$ cat src/rtl/wb_board_io.sv
// Wishbone board I/O: synchronised switches/buttons, W1C edge pending bits, interrupt masks and an LED register.
// Define BOARD_DEBOUNCE_EN to include the per-input debounce counters; otherwise deb follows the synchroniser.
module wb_board_io #(
    parameter int DEV_ADDR_BITS   = 8,
    parameter int SW_NUM          = 8,
    parameter int BTN_NUM         = 5,
    parameter int LED_NUM         = 8,
    parameter int DEBOUNCE_CYCLES = 100000
) (
    input  logic                     clk,
    input  logic                     rst,
    input  logic [SW_NUM-1:0]        switch,
    input  logic [BTN_NUM-1:0]       btn,
    output logic [LED_NUM-1:0]       led,
    input  logic                     wbs_cs_i,
    input  logic [DEV_ADDR_BITS-3:0] wbs_addr_i,
    input  logic [3:0]               wbs_sel_i,
    input  logic [31:0]              wbs_data_i,
    input  logic                     wbs_we_i,
    output logic [31:0]              wbs_data_o,
    output logic                     wbs_ack_o,
    output logic                     interrupt
);
    localparam int N  = SW_NUM + BTN_NUM;
    localparam int AW = DEV_ADDR_BITS - 2;

    localparam logic [AW-1:0] A_SW       = AW'(0);
    localparam logic [AW-1:0] A_BTN      = AW'(1);
    localparam logic [AW-1:0] A_PEND_SW  = AW'(2);
    localparam logic [AW-1:0] A_PEND_BTN = AW'(3);
    localparam logic [AW-1:0] A_LED      = AW'(4);
    localparam logic [AW-1:0] A_MASK_SW  = AW'(5);
    localparam logic [AW-1:0] A_MASK_BTN = AW'(6);
    localparam logic [AW-1:0] A_EDGE     = AW'(7);

    if (DEBOUNCE_CYCLES < 2 || SW_NUM < 1 || SW_NUM > 32 || BTN_NUM < 1 || BTN_NUM > 32 ||
        LED_NUM < 1 || LED_NUM > 32) begin : g_param_check
        $error("wb_board_io: parameter out of range");
    end

    // Switches occupy [SW_NUM-1:0], buttons the bits above them.
    logic [N-1:0]       meta_q, sync_q, deb_q, deb_d, evt;
    logic [SW_NUM-1:0]  pend_sw_q, pend_sw_d, mask_sw_q, mask_sw_d;
    logic [BTN_NUM-1:0] pend_btn_q, pend_btn_d, mask_btn_q, mask_btn_d;
    logic [LED_NUM-1:0] led_q, led_d;
    logic [1:0]         edge_sw_q, edge_sw_d, edge_btn_q, edge_btn_d;
    logic [31:0]        lane_mask, wbits, rdata, data_q;
    logic               ack_q, irq_q, accept, wr;

    assign accept = wbs_cs_i & ~ack_q;
    assign wr     = accept & wbs_we_i;

    always_comb begin
        for (int i = 0; i < 4; i++) lane_mask[8*i +: 8] = {8{wbs_sel_i[i]}};
    end
    assign wbits = wbs_data_i & lane_mask;

    logic unused_bits;
    assign unused_bits = ^{lane_mask, wbits};

`ifdef BOARD_DEBOUNCE_EN
    localparam int CNT_W = $clog2(DEBOUNCE_CYCLES);
    logic [N-1:0][CNT_W-1:0] cnt_q, cnt_d;

    always_comb begin
        deb_d = deb_q;
        cnt_d = '0;
        for (int i = 0; i < N; i++) begin
            if (sync_q[i] != deb_q[i]) begin
                if (cnt_q[i] == CNT_W'(DEBOUNCE_CYCLES - 1)) deb_d[i] = sync_q[i];
                else                                        cnt_d[i] = cnt_q[i] + CNT_W'(1);
            end
        end
    end

    always_ff @(posedge clk) begin
        if (rst) cnt_q <= '0;
        else     cnt_q <= cnt_d;
    end
`else
    assign deb_d = sync_q;
`endif

    function automatic logic edge_hit(input logic prev, input logic curr, input logic [1:0] mode);
        case (mode)
            2'b00:   edge_hit = prev ^ curr;
            2'b01:   edge_hit = ~prev & curr;
            2'b10:   edge_hit = prev & ~curr;
            default: edge_hit = 1'b0;
        endcase
    endfunction

    always_comb begin
        for (int i = 0; i < N; i++)
            evt[i] = edge_hit(deb_q[i], deb_d[i], (i < SW_NUM) ? edge_sw_q : edge_btn_q);
    end

    // Read data is the pre-write value; the ack edge captures it together with any write.
    always_comb begin
        rdata = '0;
        case (wbs_addr_i)
            A_SW:       rdata = 32'(deb_q[SW_NUM-1:0]);
            A_BTN:      rdata = 32'(deb_q[N-1:SW_NUM]);
            A_PEND_SW:  rdata = 32'(pend_sw_q);
            A_PEND_BTN: rdata = 32'(pend_btn_q);
            A_LED:      rdata = 32'(led_q);
            A_MASK_SW:  rdata = 32'(mask_sw_q);
            A_MASK_BTN: rdata = 32'(mask_btn_q);
            A_EDGE:     rdata = {22'd0, edge_btn_q, 6'd0, edge_sw_q};
            default:    rdata = '0;
        endcase
    end

    // NOTE: every output of an always_comb gets a default first so no path can infer a latch.
    always_comb begin
        pend_sw_d  = pend_sw_q;
        pend_btn_d = pend_btn_q;
        led_d      = led_q;
        mask_sw_d  = mask_sw_q;
        mask_btn_d = mask_btn_q;
        edge_sw_d  = edge_sw_q;
        edge_btn_d = edge_btn_q;
        if (wr) begin
            case (wbs_addr_i)
                A_PEND_SW:  pend_sw_d  = pend_sw_q & ~wbits[SW_NUM-1:0];
                A_PEND_BTN: pend_btn_d = pend_btn_q & ~wbits[BTN_NUM-1:0];
                A_LED:      led_d      = (led_q & ~lane_mask[LED_NUM-1:0]) | wbits[LED_NUM-1:0];
                A_MASK_SW:  mask_sw_d  = (mask_sw_q & ~lane_mask[SW_NUM-1:0]) | wbits[SW_NUM-1:0];
                A_MASK_BTN: mask_btn_d = (mask_btn_q & ~lane_mask[BTN_NUM-1:0]) | wbits[BTN_NUM-1:0];
                A_EDGE: begin
                    edge_sw_d  = (edge_sw_q & ~lane_mask[1:0]) | wbits[1:0];
                    edge_btn_d = (edge_btn_q & ~lane_mask[9:8]) | wbits[9:8];
                end
                default: ;
            endcase
        end
        // A new edge event overrides a simultaneous W1C of the same bit.
        pend_sw_d  = pend_sw_d | evt[SW_NUM-1:0];
        pend_btn_d = pend_btn_d | evt[N-1:SW_NUM];
    end

    // NOTE: sequential state uses non-blocking assignments so every register samples pre-edge values.
    always_ff @(posedge clk) begin
        if (rst) begin
            meta_q     <= '0;
            sync_q     <= '0;
            deb_q      <= '0;
            pend_sw_q  <= '0;
            pend_btn_q <= '0;
            mask_sw_q  <= '0;
            mask_btn_q <= '0;
            led_q      <= '0;
            edge_sw_q  <= '0;
            edge_btn_q <= '0;
            ack_q      <= 1'b0;
            data_q     <= '0;
            irq_q      <= 1'b0;
        end else begin
            meta_q     <= {btn, switch};
            sync_q     <= meta_q;
            deb_q      <= deb_d;
            pend_sw_q  <= pend_sw_d;
            pend_btn_q <= pend_btn_d;
            mask_sw_q  <= mask_sw_d;
            mask_btn_q <= mask_btn_d;
            led_q      <= led_d;
            edge_sw_q  <= edge_sw_d;
            edge_btn_q <= edge_btn_d;
            ack_q      <= accept;
            data_q     <= accept ? rdata : '0;
            irq_q      <= (|(pend_sw_q & mask_sw_q)) | (|(pend_btn_q & mask_btn_q));
        end
    end

    assign led        = led_q;
    assign wbs_ack_o  = ack_q;
    assign wbs_data_o = data_q;
    assign interrupt  = irq_q;
endmodule

$ cat config.mk
export PLATFORM = sky130hd
export DESIGN_NAME = wb_board_io
export DESIGN_NICKNAME = d
export VERILOG_FILES = /design/src/rtl/wb_board_io.sv
export SDC_FILE = /design/constraint.sdc
export NUM_CORES = 1
export LEC_CHECK = 0
export BUFFER_PORTS_ARGS = -buffer_cell sky130_fd_sc_hd__buf_2
export CORE_MARGIN = 3
export CORE_UTILIZATION = 57
export CTS_CLUSTER_DIAMETER = 40
export DETAILED_ROUTE_END_ITERATION = 12
export GPL_TIMING_DRIVEN = 0
export PLACE_DENSITY = 0.86
export SYNTH_ARGS = -nofsm -noshare
export SYNTH_HDL_FRONTEND = slang
export SYNTH_SLANG_ARGS = --single-unit
$ cat constraint.sdc
create_clock -name clk -period 3.61 [get_ports clk]
set_input_delay 0.9025 -clock clk [delete_from_list [all_inputs] [get_ports clk]]
set_output_delay 0.9025 -clock clk [all_outputs]
set_load 0.03 [all_outputs]
==> results of run 1 <==
## where the power goes
group          internal (mW)  switching, mW  leakage (nW)
clock network          0.461          0.355         0.124
logic                 0.0772          0.118          1.36
registers               1.01         0.0197         0.726
total                   1.55          0.492          2.21
## critical path, delay by kind of cell
| kind | cells | cell delay (ps) |
|---|---|---|
| simple gates | 2 | 1110 |
| compound gates | 2 | 360 |
| buf+inv | 2 | 290 |
## path summary, 6_finish.rpt
kind | from | end | slack, ps | cells past startpoint
max | wbs_addr_i[2] | pend_sw_q[5]$_SDFF_PP0_ | 1170 | 6
min | meta_q[7]$_SDFF_PP0_ | deb_d[7]$_SDFF_PP0_ | 440 | 1
max reg2reg | wbs_ack_o$_SDFF_PP0_ | flop | 1730 | 5
min reg2reg | meta_q[7]$_SDFF_PP0_ | deb_d[7]$_SDFF_PP0_ | 440 | 1
## area by class of cell
| cell class | instances | area share (%) |
|---|---|---|
| buffer | 43 | 5.43 |
| inverter | 36 | 2.81 |
| multi-input combinational | 303 | 41.9 |
| tap | 96 | 2.49 |
| clock buffer | 9 | 2.57 |
| timing repair buffer | 52 | 5.40 |
| sequential | 89 | 37.0 |
| clock inverter | 7 | 2.44 |
## cell usage in the layout, fill, tap and decap left out, types with 2 or more instances in the layout
master,n
buf_4,22
nor2_1,43
buf_1,3
o21ai_0,5
a22oi_1,13
nor4_1,2
clkbuf_8,9
a31oi_1,3
and2_1,4
buf_2,54
clkbuf_1,14
clkinv_2,2
nor2b_1,50
mux2i_1,29
nand3_1,7
ha_1,26
inv_1,36
a21oi_1,31
a222oi_1,2
a221oi_1,2
o22a_1,3
nand3b_1,2
bufinv_16,3
nand2_1,16
conb_1,22
a22o_1,6
mux2_2,5
nor3_1,9
o21ai_1,13
dfxtp_1,89
buf_6,2
## metrics by stage
stage                     instances  area [µm²]  util (%)
after global placement          619        4580      66.3
final                           635        4820      69.7
after global routing            635        4820      69.7
after CTS                       635        4820      69.7
after detailed placement        619        4580      66.3
after floorplan                 471        4200         -
## layer usage
| metal | vias up | GRT usage (%) | wire (µm) |
|---|---|---|---|
| li1 | 1628 | - | - |
| met1 | 1571 | 29.1 | 4340 |
| met2 | 139 | 40.9 | 4650 |
| met3 | 18 | 4.72 | 617 |
| met4 | 0 | 8.92 | 168 |
| met5 | - | 0 | 0 |
## cells by family (layout without fill, tap and decap cells)
family          count (synthesis)  count (layout)  synth area share, %
fa+ha+maj                      26              26                 7.90
compound gates                 79              79                 11.8
other cells                     1              22               0.0911
mux                            34              34                 8.42
simple gates                  142             142                 18.8
flops                          89              89                 43.3
buf+inv                        79             147                 9.64
==> flow_summary_export.csv, run 1 <==
group,metric,value,unit
logic_synthesis,synth_area,4120,µm²
setup_path,cp_cell_sequence,"buf_2 > buf_2 > nor4_2 > nand3_1 > o21ai_1 > a21oi_1",
clock_tree,cts-buffers-inserted,9,
clock_tree,cts_resized,0,
placement,globalplace.congestion,0.890,
layout,final_nets,619,
pwr,p_leak,2.21,nW
floorplanning,dieArea,8280,µm²
pwr,p_total,2.04,mW
route,viasPerCell,5.29,
setup_path,cp-end-kind,"flop",
sta,post-route-period-util,67.5,%
clock_tree,root_buffer,"clkbuf_8",
sta,hold_slack,442,ps
clock_tree,clock_sinks,89,
logic_synthesis,yosysSeqAreaShare,43.3,%
logic_synthesis,yosysWarnings,0,
placement,place_hpwl,7.36,mm
sta,fin_skew,5.89,ps
placement,portBuffers,52,
sta,setup_viol,0,
grt,antenna_found_initial,0,
logic_synthesis,syn_inst,450,
logic_synthesis,yosysUniqueCellTypes,38,
setup_path,arrival,2670,ps
floorplanning,die_h,91.0,µm
logic_synthesis,dominantRegCellSynth,"dfxtp_1",
clock_tree,hold_buffers,0,
route,wl_per_cell,15.4,µm
pwr,power_density,424,nW/µm²
logic_synthesis,synth_area_leaders,"dfxtp_1, ha_1, nor2b_1, mux2i_1, buf_4",
min_path,hold_class,"flop to flop",
grt,grt_start_max_net_pins,16,
route,drc,0,
clock_tree,htreeDepth,3,
clock_tree,cts_max_path_buffers,2,
flow_run,cap_violations,0,
setup_path,crit_fanout,10,
setup_path,crit_path_start_kind,"input pin",
layout,layout-drive-gt1-share,19.1,%
logic_synthesis,synth-seq-cells,89,
logic_synthesis,synth_top_cell_by_area,"dfxtp_1",
layout,layout-area-overhead-vs-synth,17.0,%
setup_path,max_stage_delay,630,ps
route,routed_wl,9.78,mm
setup_path,crit_top_cell,"buf_2",
placement,post-place-ws,791,ps
layout,regArea,1780,µm²
setup_path,critPathKind,"input pin to flop",
route,firstDrtPassIters,5,
sta,fmax,410,MHz
logic_synthesis,synth_edf_count,0,
clock_tree,post_cts_buffers,0,
logic_synthesis,synth_common_cells,"dfxtp_1, nor2b_1, nor2_1, inv_1, a21oi_1",
route,drtIter0Drc,216,
clock_tree,clk-insertion-delay-late,350,ps
clock_tree,cts_tree,"yes",
layout,multi_input_area,2020,µm²
grt,grt_pass1_wl,15.4,mm
grt,grt_pass1_vias,3191,
layout,fillers,570,
clock_tree,path_clk_slew,90,ps
logic_synthesis,avgSynthCellArea,9.15,µm²
floorplanning,ioPinCount,101,
floorplanning,coreArea,6910,µm²
pwr,peakVddDrop,0.245,mV
sta,period_needed,2440,ps
setup_path,cpMaxStageDelayCell,"nor4_2",
floorplanning,rows,30,
logic_synthesis,synthArstFlopShare,0,%
sta,setup_tns,0,ps
sta,rsz0062_at_grt,"false",
status,status,"complete, no violations",
floorplanning,start_util,59.6,%
sta,finalWorstSetupSlack,1170,ps
grt,overflow,0,
logic_synthesis,netlist.area_leader.share,43.3,%
setup_path,critPathRequiredTime,3840,ps
sta,maxSlewViolCount,0,
sta,relSlewSlack,54.9,%
sta,tightestPinTransition,670,ps
logic_synthesis,synth_most_common_cell,"dfxtp_1",
grt,grtUsageTotal,23.7,%
layout,diodes,0,
sta,finalHoldViolCount,0,
route,dr_total_vias,3356,
route,ant_nets,0,
floorplanning,die_x,91.0,µm
Note: power is estimated with default switching activity, not from simulation.
==> run 2, diff against run 1 <==
- CORE_UTILIZATION: 57 -> 53
- PLACE_DENSITY: 0.86 -> 0.81
- clock period: 3.61 -> 2.4 ns (I/O delays scaled with it)
==> flow_summary_export.csv, run 2 (same netlist as run 1, synthesis figures left out) <==
group,metric,value,unit
setup_path,startpoint,"wbs_addr_i[2]",
clock_tree,path_clk_slew,80,ps
grt,grtUsageTotal,21.7,%
setup_path,reg2reg_slack,620,ps
clock_tree,cts_max_path_buffers,2,
clock_tree,htreeDepth,3,
min_path,hold_class,"flop to flop",
setup_path,critPathRequiredTime,2620,ps
floorplanning,rows,31,
layout,layout-drive-gt1-share,19.1,%
setup_path,crit_path_start_kind,"input pin",
route,viasPerCell,5.12,
layout,regArea,1780,µm²
layout,mostFrequentLayoutCell,"dfxtp_1",
clock_tree,cts_tree,"yes",
setup_path,critPathKind,"input pin to flop",
floorplanning,dieArea,8860,µm²
placement,place_hpwl,7.22,mm
sta,relSlewSlack,53.1,%
clock_tree,cts-buffers-inserted,9,
pwr,power_density,582,nW/µm²
placement,globalplace.congestion,0.938,
sta,rsz0062_at_grt,"false",
clock_tree,cts_resized,0,
pwr,p_leak,2.17,nW
route,dr_total_vias,3269,
setup_path,crit_top_cell,"buf_2",
setup_path,cp-end-kind,"flop",
clock_tree,clock_sinks,89,
sta,fmax,479,MHz
route,drtIter0Drc,176,
sta,period_needed,2090,ps
min_path,hp-start,"meta_q[1]$_SDFF_PP0_",
floorplanning,ioPinCount,101,
route,routed_wl,9.30,mm
layout,fillers,649,
route,wl_per_cell,14.6,µm
route,drc,0,
setup_path,cp_cell_sequence,"buf_2 > buf_2 > nor4_2 > nand3_1 > o21ai_1 > a21oi_1",
flow_run,cap_violations,0,
sta,setup_viol,0,
layout,multi_input_area,2020,µm²
sta,finalHoldViolCount,0,
layout,diodes,0,
setup_path,max_stage_delay,650,ps
layout,layout_common_cells,"dfxtp_1, buf_2, nor2b_1, nor2_1, inv_1",
route,firstDrtPassIters,4,
sta,post-route-period-util,87.0,%
sta,maxSlewViolCount,0,
clock_tree,clk-insertion-delay-late,350,ps
grt,grt_pass1_wl,14.9,mm
floorplanning,coreArea,7410,µm²
floorplanning,die_x,94.1,µm
min_path,hold_end,"deb_d[1]$_SDFF_PP0_",
pwr,peakVddDrop,0.308,mV
sta,tightestPinTransition,697,ps
sta,hold_slack,441,ps
setup_path,cpMaxStageDelayCell,"nor4_2",
floorplanning,die_h,94.1,µm
setup_path,rr_startpoint,"wbs_ack_o$_SDFF_PP0_",
min_path,holdPathStages,1,
route,ant_nets,0,
grt,overflow,0,
layout,final_nets,619,
grt,antenna_found_initial,0,
setup_path,rr_worst_depth,5,
setup_path,crit_fanout,10,
placement,portBuffers,52,
clock_tree,root_buffer,"clkbuf_8",
clock_tree,hold_buffers,0,
setup_path,path_delay_family,"simple AND/OR/NAND/NOR gates",
pwr,p_total,2.77,mW
grt,grt_start_max_net_pins,16,
setup_path,arrival,2310,ps
clock_tree,post_cts_buffers,0,
floorplanning,start_util,55.6,%
setup_path,crit_buf_inv,2,
grt,grt_pass1_vias,3060,
layout,layout-area-overhead-vs-synth,15.7,%
sta,fin_skew,10.2,ps
status,status,"complete, no violations",
run 2: worst reg2reg max path: stages (launching register included):
cell,delay [ps]
dfxtp_1,320
and4b_1,230
clkbuf_1,260
nand3_1,480
mux2i_1,320
nor2_1,50
run 2: how the worst max path moves through the flow:
stage                                   end  slack [ps]  cells after the start
floorplan                              flop         350                      6
global placement    pend_sw_q[4]$_SDFF_PP0_         -30                      6
detailed placement  pend_sw_q[2]$_SDFF_PP0_         -40                      6
CTS                 pend_sw_q[2]$_SDFF_PP0_         340                      6
global route        pend_sw_q[2]$_SDFF_PP0_         230                      6
finish              pend_sw_q[2]$_SDFF_PP0_         310                      6
run 2: area by class of cell:
| type | count | share of cell area, % |
|---|---|---|
| clock buffer | 10 | 2.89 |
| inverter | 36 | 2.84 |
| multi-input combinational | 303 | 42.4 |
| tap | 99 | 2.60 |
| sequential | 89 | 37.4 |
| clock inverter | 6 | 0.920 |
| timing repair buffer | 52 | 5.47 |
| buffer | 43 | 5.49 |
run 2: metrics by stage:
stage,instance area (µm²),TNS (ps),worst slack [ps],util (%),std cells
floorplan,4200,0,353,-,471
global placement,4580,-118,-28.6,61.8,622
detailed placement,4580,-182,-35.1,61.8,622
CTS,4760,0,337,64.3,638
global route,4760,0,231,64.3,638
finish,4760,0,312,64.3,638
run 2: layer usage:
layer  wire, µm  global-route usage, %
met1       3990                   26.7
met2       4430                   36.1
met3        648                   4.73
met4        238                   9.63
met5          0                      0
run 2: power breakdown:
group / switching (mW) / total [mW] / internal (mW)
Combinational: 0.173 / 0.288 / 0.116
Sequential: 0.0296 / 1.55 / 1.52
Clock: 0.530 / 0.934 / 0.404
Total: 0.733 / 2.77 / 2.04
